[src/rtl/mips_fetch_stage_pkg.sv]
// Shared types for the instruction-fetch stage: fetch FSM states, the
// ID-stage control classification and the nop encoding.
package mips_fetch_stage_pkg;

   // Control-flow class of the instruction currently in ID.
   typedef enum logic [1:0] {
      CT_SEQ      = 2'd0,
      CT_BRANCH   = 2'd1,
      CT_JUMP     = 2'd2,
      CT_JUMP_REG = 2'd3
   } control_type_t;

   // Fetch FSM: issuing, holding a word during a stall, or discarding a
   // request that a redirect has made stale.
   typedef enum logic [1:0] {
      S_ISSUE   = 2'd0,
      S_HOLD    = 2'd1,
      S_DISCARD = 2'd2
   } fetch_state_t;

   localparam logic [31:0] OP_NOP = 32'h0;

endpackage

[src/rtl/mips_next_pc.sv]
// Redirect target selection: picks the highest-priority redirect source
// among exception, ERET, jr, j and taken branch.
module mips_next_pc
   import mips_fetch_stage_pkg::*;
#(
   parameter int unsigned     PC_W       = 64,
   parameter logic [PC_W-1:0] EXC_VECTOR = PC_W'(64'h8000_0180)
) (
   input  logic            exc_valid,
   input  logic            eret_valid,
   input  logic [PC_W-1:0] epc,
   input  control_type_t   control_type,
   input  logic            branch_taken,
   input  logic [PC_W-1:0] id_pc,
   input  logic [15:0]     br_imm,
   input  logic [25:0]     j_index,
   input  logic [PC_W-1:0] jr_target,
   output logic            redirect,
   output logic [PC_W-1:0] target
);

   logic [PC_W-1:0] id_pc_plus4;
   logic [PC_W-1:0] br_offset;

   assign id_pc_plus4 = id_pc + PC_W'(4);
   assign br_offset   = {{(PC_W-18){br_imm[15]}}, br_imm, 2'b00};

   // Priority chain, highest source first; arithmetic wraps modulo 2^PC_W.
   always_comb begin
      // NOTE: both outputs get a value before any branch so no latch is inferred.
      redirect = 1'b1;
      target   = '0;
      if (exc_valid)
         target = EXC_VECTOR;
      else if (eret_valid)
         target = epc;
      else if (control_type == CT_JUMP_REG)
         target = jr_target;
      else if (control_type == CT_JUMP)
         target = {id_pc_plus4[PC_W-1:28], j_index, 2'b00};
      else if ((control_type == CT_BRANCH) && branch_taken)
         target = id_pc_plus4 + br_offset;
      else
         redirect = 1'b0;
   end

endmodule

[src/rtl/mips_fetch_stage.sv]
// Instruction-fetch stage: owns the PC, runs the imem req/ack handshake,
// applies redirects and drives the IF/ID pipeline register.
module mips_fetch_stage
   import mips_fetch_stage_pkg::*;
#(
   parameter int unsigned     PC_W       = 64,
   parameter logic [PC_W-1:0] RESET_PC   = '0,
   parameter logic [PC_W-1:0] EXC_VECTOR = PC_W'(64'h8000_0180)
) (
   input  logic            clock,
   input  logic            reset,
   output logic            imem_req,
   output logic [PC_W-1:0] imem_addr,
   input  logic            imem_ack,
   input  logic [31:0]     imem_rdata,
   input  logic            stall,
   input  logic            flush,
   input  control_type_t   control_type,
   input  logic            branch_taken,
   input  logic [PC_W-1:0] id_pc,
   input  logic [15:0]     br_imm,
   input  logic [25:0]     j_index,
   input  logic [PC_W-1:0] jr_target,
   input  logic            exc_valid,
   input  logic            eret_valid,
   input  logic [PC_W-1:0] epc,
   output logic            inst_valid,
   output logic [31:0]     inst,
   output logic [PC_W-1:0] pc,
   output logic [PC_W-1:0] pc_plus4
);

   localparam logic [PC_W-1:0] PC_STEP = PC_W'(4);

   fetch_state_t    state, state_next;
   logic [PC_W-1:0] fetch_pc, fetch_pc_next, fetch_pc_inc;
   logic [PC_W-1:0] held_addr;
   logic [31:0]     buf_word;
   logic            started;
   logic            redirect;
   logic [PC_W-1:0] target;
   logic            load_ack, load_buf, capture_buf;

   assign fetch_pc_inc = fetch_pc + PC_STEP;

   mips_next_pc #(
      .PC_W       (PC_W),
      .EXC_VECTOR (EXC_VECTOR)
   ) u_next_pc (
      .exc_valid    (exc_valid),
      .eret_valid   (eret_valid),
      .epc          (epc),
      .control_type (control_type),
      .branch_taken (branch_taken),
      .id_pc        (id_pc),
      .br_imm       (br_imm),
      .j_index      (j_index),
      .jr_target    (jr_target),
      .redirect     (redirect),
      .target       (target)
   );

   // Fetch FSM state register.
   always_ff @(posedge clock or negedge reset) begin
      // NOTE: flops use non-blocking assignments so every register samples pre-edge values.
      if (!reset) state <= S_ISSUE;
      else        state <= state_next;
   end

   // Next state, next PC and which source (if any) loads IF/ID this cycle.
   always_comb begin
      state_next    = state;
      fetch_pc_next = redirect ? target : fetch_pc;
      load_ack      = 1'b0;
      load_buf      = 1'b0;
      capture_buf   = 1'b0;
      unique case (state)
         S_ISSUE: begin
            if (imem_req) begin
               if (redirect) begin
                  // An unanswered request must finish before the new PC is issued.
                  if (!imem_ack) state_next = S_DISCARD;
               end else if (imem_ack) begin
                  if (stall) begin
                     capture_buf = 1'b1;
                     state_next  = S_HOLD;
                  end else begin
                     load_ack      = 1'b1;
                     fetch_pc_next = fetch_pc_inc;
                  end
               end
            end
         end
         S_HOLD: begin
            if (redirect) begin
               state_next = S_ISSUE;
            end else if (!stall) begin
               load_buf      = 1'b1;
               fetch_pc_next = fetch_pc_inc;
               state_next    = S_ISSUE;
            end
         end
         S_DISCARD: begin
            if (imem_ack) state_next = S_ISSUE;
         end
         default: state_next = S_ISSUE;
      endcase
   end

   // Bus outputs; the discard state keeps presenting the stale address.
   always_comb begin
      imem_req  = started && (state != S_HOLD);
      imem_addr = (state == S_DISCARD) ? held_addr : fetch_pc;
   end

   // PC, in-flight address, stall buffer and the post-reset start flag.
   always_ff @(posedge clock or negedge reset) begin
      if (!reset) begin
         fetch_pc  <= RESET_PC;
         held_addr <= RESET_PC;
         buf_word  <= OP_NOP;
         started   <= 1'b0;
      end else begin
         started  <= 1'b1;
         fetch_pc <= fetch_pc_next;
         if (state == S_ISSUE) held_addr <= fetch_pc;
         if (capture_buf)      buf_word  <= imem_rdata;
      end
   end

   // IF/ID register: squash on redirect/flush, load a word, hold on stall,
   // otherwise drain to a bubble.
   always_ff @(posedge clock or negedge reset) begin
      if (!reset) begin
         inst_valid <= 1'b0;
         inst       <= OP_NOP;
         pc         <= '0;
         pc_plus4   <= '0;
      end else if (redirect || flush) begin
         inst_valid <= 1'b0;
         inst       <= OP_NOP;
      end else if (load_ack || load_buf) begin
         inst_valid <= 1'b1;
         inst       <= load_ack ? imem_rdata : buf_word;
         pc         <= fetch_pc;
         pc_plus4   <= fetch_pc_inc;
      end else if (!stall) begin
         inst_valid <= 1'b0;
         inst       <= OP_NOP;
      end
   end

endmodule
[config.mk]
export PLATFORM = sky130hd
export DESIGN_NAME = mips_fetch_stage
export DESIGN_NICKNAME = d
export VERILOG_FILES = /design/src/rtl/mips_fetch_stage_pkg.sv /design/src/rtl/mips_next_pc.sv /design/src/rtl/mips_fetch_stage.sv
export SDC_FILE = /design/constraint.sdc
export NUM_CORES = 1
export LEC_CHECK = 0
export CORE_MARGIN = 1.5
export CORE_UTILIZATION = 40
export CTS_CLUSTER_SIZE = 8
export DETAILED_ROUTE_END_ITERATION = 7
export PLACE_DENSITY_LB_ADDON = 0.1
export SYNTH_ARGS = -nofsm -noshare
export SYNTH_HDL_FRONTEND = slang
export SYNTH_SLANG_ARGS = --single-unit
[constraint.sdc]
create_clock -name clock -period 5.9 [get_ports clock]
set_clock_uncertainty 0.1 [all_clocks]
set_input_delay 1.77 -clock clock [delete_from_list [all_inputs] [get_ports clock]]
set_output_delay 1.77 -clock clock [all_outputs]
set_load 0.05 [all_outputs]
==> reports/metrics.csv <==
stage,metric,value,unit
die,initial_core_util,40.6,%
logic_synthesis,synth_seq_cells,322,
logic_synthesis,ys.flop_type,dfrtp_1,
die,die_w,246,microns
logic_synthesis,yosysWarnings,0,
clock_network,h-tree-depth,2,
drt,antenna_left,0,
drt,drt-total-wl,102000,microns
placement,place_congestion,0.930,
finish,fillers,5409,
pwr,power,6970,uW
timing,fmax,0.175,GHz
logic_synthesis,ys_seq_area_share,34.3,%
timing,grt_setup_unrepaired,yes,
logic_synthesis,synth-adder-area-share,3.97,%
worst_setup_path,crit_path_max_incr_delay,0.49,ns
die,fp.coreArea,57900,sq um
global_route,antenna_found_initial,5,
pwr,ir_drop,208,uV
logic_synthesis,synthMuxAreaShare,10.1,%
worst_setup_path,cp_data_arrival_time,6.01,ns
worst_hold_path,whs_path_depth,2,
drt,dr.first_iter.drc_count,2104,
clock_network,cts_tree,built,
clock_network,insertion_delay,0.56,ns
finish,nets,3854,
drt,vias,24600,
logic_synthesis,synth_area,23500,sq um
worst_hold_path,hold_end,held_addr[28],
finish,layout_commonest_cell,clkdlybuf4s50_1,
logic_synthesis,async_reset_ff_share,100,%
clock_network,clkSinkCount,322,
worst_setup_path,r2r_start,state[0],
timing,finalMaxSlewViolations,0,
finish,syn_to_final_growth,39.4,%
finish,seq_area,8060,sq um
timing,worst_slack,0.188,ns
worst_setup_path,critPathKind,in2reg,
finish,multi_input_comb_area,14600,sq um
logic_synthesis,syn_area_per_cell,8.39,sq um
logic_synthesis,yosys.area_share.simple,20.0,%
job,drv_cap,0,
logic_synthesis,synth-xor-area-share,8.04,%
timing,setup_viol,0,
timing,holdWs,0.368,ns
worst_setup_path,regToRegSetupSlack,1.79,ns
logic_synthesis,synth-edff-count,0,
global_route,grt_pass1_wl,151000,microns
clock_network,clkTransAtPathRegs,0.05,ns
pwr,power_leakage,0.0144,uW
clock_network,cts_root_buffer,clkbuf_16,
drt,vias_per_cell,5.76,
finish,fin_util,56.6,%
placement,post_dp_cell_area,31300,sq um
worst_setup_path,cp-start-kind,primary input,
pwr,p_per_area,212,nW/um^2
global_route,grt_max_degree,202,
placement,dp_slack,-0.563,ns
status,status,finished clean,
worst_setup_path,cp.required,6.20,ns
worst_hold_path,hold_start,held_addr[28],
timing,min_period_over_period,96.8,%
drt,drc,0,
drt,wire_per_inst,24.0,microns
logic_synthesis,synth_compound_area_share,18.8,%
drt,drt-pass1-iter-count,6,
worst_setup_path,r2r-end,fetch_pc[39],
die,io_pins,502,
worst_hold_path,min_path_type,reg2reg,
timing,min_period,5.71,ns
worst_setup_path,crit_top_cell,buf_4,
worst_setup_path,worstPathMaxFanout,9,
placement,hpwl,80000,microns
logic_synthesis,synth_nets,3155,
worst_setup_path,worst_path_max_delay_cell,clkdlybuf4s50_1,
finish,drive_above_1_share,19.5,%
logic_synthesis,syn_inst,2805,
timing,slew_headroom,25.4,%
die,rows,88,
timing,hold_violations,0,
global_route,grt-ovfl-total,0,
logic_synthesis,synthDistinctLibCells,99,
logic_synthesis,synth_top_family_by_area,simple AND/OR/NAND/NOR gates,
die,dieArea,60300,sq um
worst_setup_path,crit_chain,"clkdlybuf4s50_1, and4_1, and4_1, buf_4, and3_1, nand4_1, xnor2_1, ha_1, nand4_1, or3_4, nor2_2, o21ai_2, a2111oi_2, buf_4, nor2_1, xnor2_1, a21oi_1, buf_4, a211oi_1",
timing,max_slew.worst_pin.slew,1.12,ns
worst_setup_path,reg2reg_depth,10,
clock_network,cts_buffer_depth,3,
die,die_y,246,microns
finish,final_area,32800,sq um
global_route,grt_usage,32.9,%
clock_network,cts_made_buffers,46,
worst_setup_path,crit_path_end_kind,register,
placement,numPortBuffers,501,
global_route,first_global_vias,24000,
finish,final_cell_mix,"clkdlybuf4s50_1 (494), nand2_1 (456), buf_4 (361)",
[power by group]
part / internal [uW] / switching [uW]
clock network: 1420 / 937
registers: 2340 / 172
logic: 905 / 1190
[flip-flops by register name (all words and copies together), names as in the netlist]
register and cells:
buf_word 32, fetch_pc 64, held_addr 64, inst 32
inst_valid 1, pc 64, pc_plus4 62, started 1
state 2
[timing repair]
item / CTS / global route
hold buffers: 0 / 0
gates resized for setup: 0 / 36
setup buffers: 0 / 1
pin swaps: 0 / 14
endpoints found under the setup margin: 1 / 21
[Yosys cell counts, drive strengths merged (7+ instances only)]
master	number	area share [%]
o31ai	14	0.49
ha	73	3.9
o21bai	16	0.51
and3	40	1.1
o21a	19	0.61
a221oi	22	0.85
a31oi	27	0.78
inv	50	0.80
clkbuf	136	2.2
o211ai	14	0.47
a21oi	196	4.2
mux2i	47	2.0
nor2b	14	0.37
xnor2	137	5.1
nor4	22	0.79
and2	18	0.48
a21o	31	0.99
xor2	78	2.9
nor3	61	1.5
nor2	195	3.2
a22oi	16	0.51
nand3	68	1.5
dfrtp	322	34
a221o	7	0.30
and4	9	0.35
mux2	169	8.1
or3	18	0.48
nand2	462	7.4
buf	78	1.8
o22ai	19	0.51
o21ai	228	4.9
o221ai	17	0.63
a211oi	21	0.69
nand4	67	2.0
or2	11	0.29
nand2b	8	0.21
[kinds of logic (layout without fill, tap and decap cells)]
family                     Yosys count  in the layout
buffers and inverters              267            969
DFF                                322            322
AOI/OAI and AO/OA                  707            707
adders and majority gates           74             74
and+or+nand+nor                   1003           1003
other                                1              3
xor gates and xnor gates           215            215
muxes                              216            216
[final cells by class]
type | instances | area share [%]
multi-input cells | 2216 | 44.4
flip-flops and latches | 322 | 24.6
repair buffers | 865 | 23.7
clock buffers | 48 | 3.53
well taps | 765 | 2.92
inverters | 53 | 0.607
clock inverters | 3 | 0.202
diodes | 2 | 0.0153
[worst max-delay path by stage]
stage,from,endpoint,slack (ns)
6_report,id_pc[7],fetch_pc[37],0.19
3_3_place_gp,id_pc[5],fetch_pc[48],-0.53
2_1_floorplan,id_pc[5],fetch_pc[44],0.41
4_1_cts,id_pc[7],fetch_pc[48],-0.006
3_5_place_dp,id_pc[5],fetch_pc[48],-0.56
5_1_grt,id_pc[7],fetch_pc[45],-0.03
[through the flow]
step / TNS [ns] / instances
global placement: -10.16 / 4220
detailed placement: -11.62 / 4220
finish: 0 / 4274
CTS: -0.00566 / 4271
global route: -0.0345 / 4274
floorplan: 0 / 2805
[layer usage]
metal	up-vias	wire length [microns]	track usage, %
met5	-	24	0
met4	4	3350	11.0
met3	164	8150	5.38
met2	1148	44900	50.8
met1	11900	46000	46.6
li1	11300	-	-
[worst max-delay path: cells and delay by family]
family	cells	cell delay, ns
AO/OA/AOI/OAI	4	0.91
XOR/XNOR	2	0.30
AND/OR/NAND/NOR	8	1.60
adder cells (fa/ha/maj)	1	0.40
buffers and inverters	4	1.03
(Power assumes the default switching activity.)
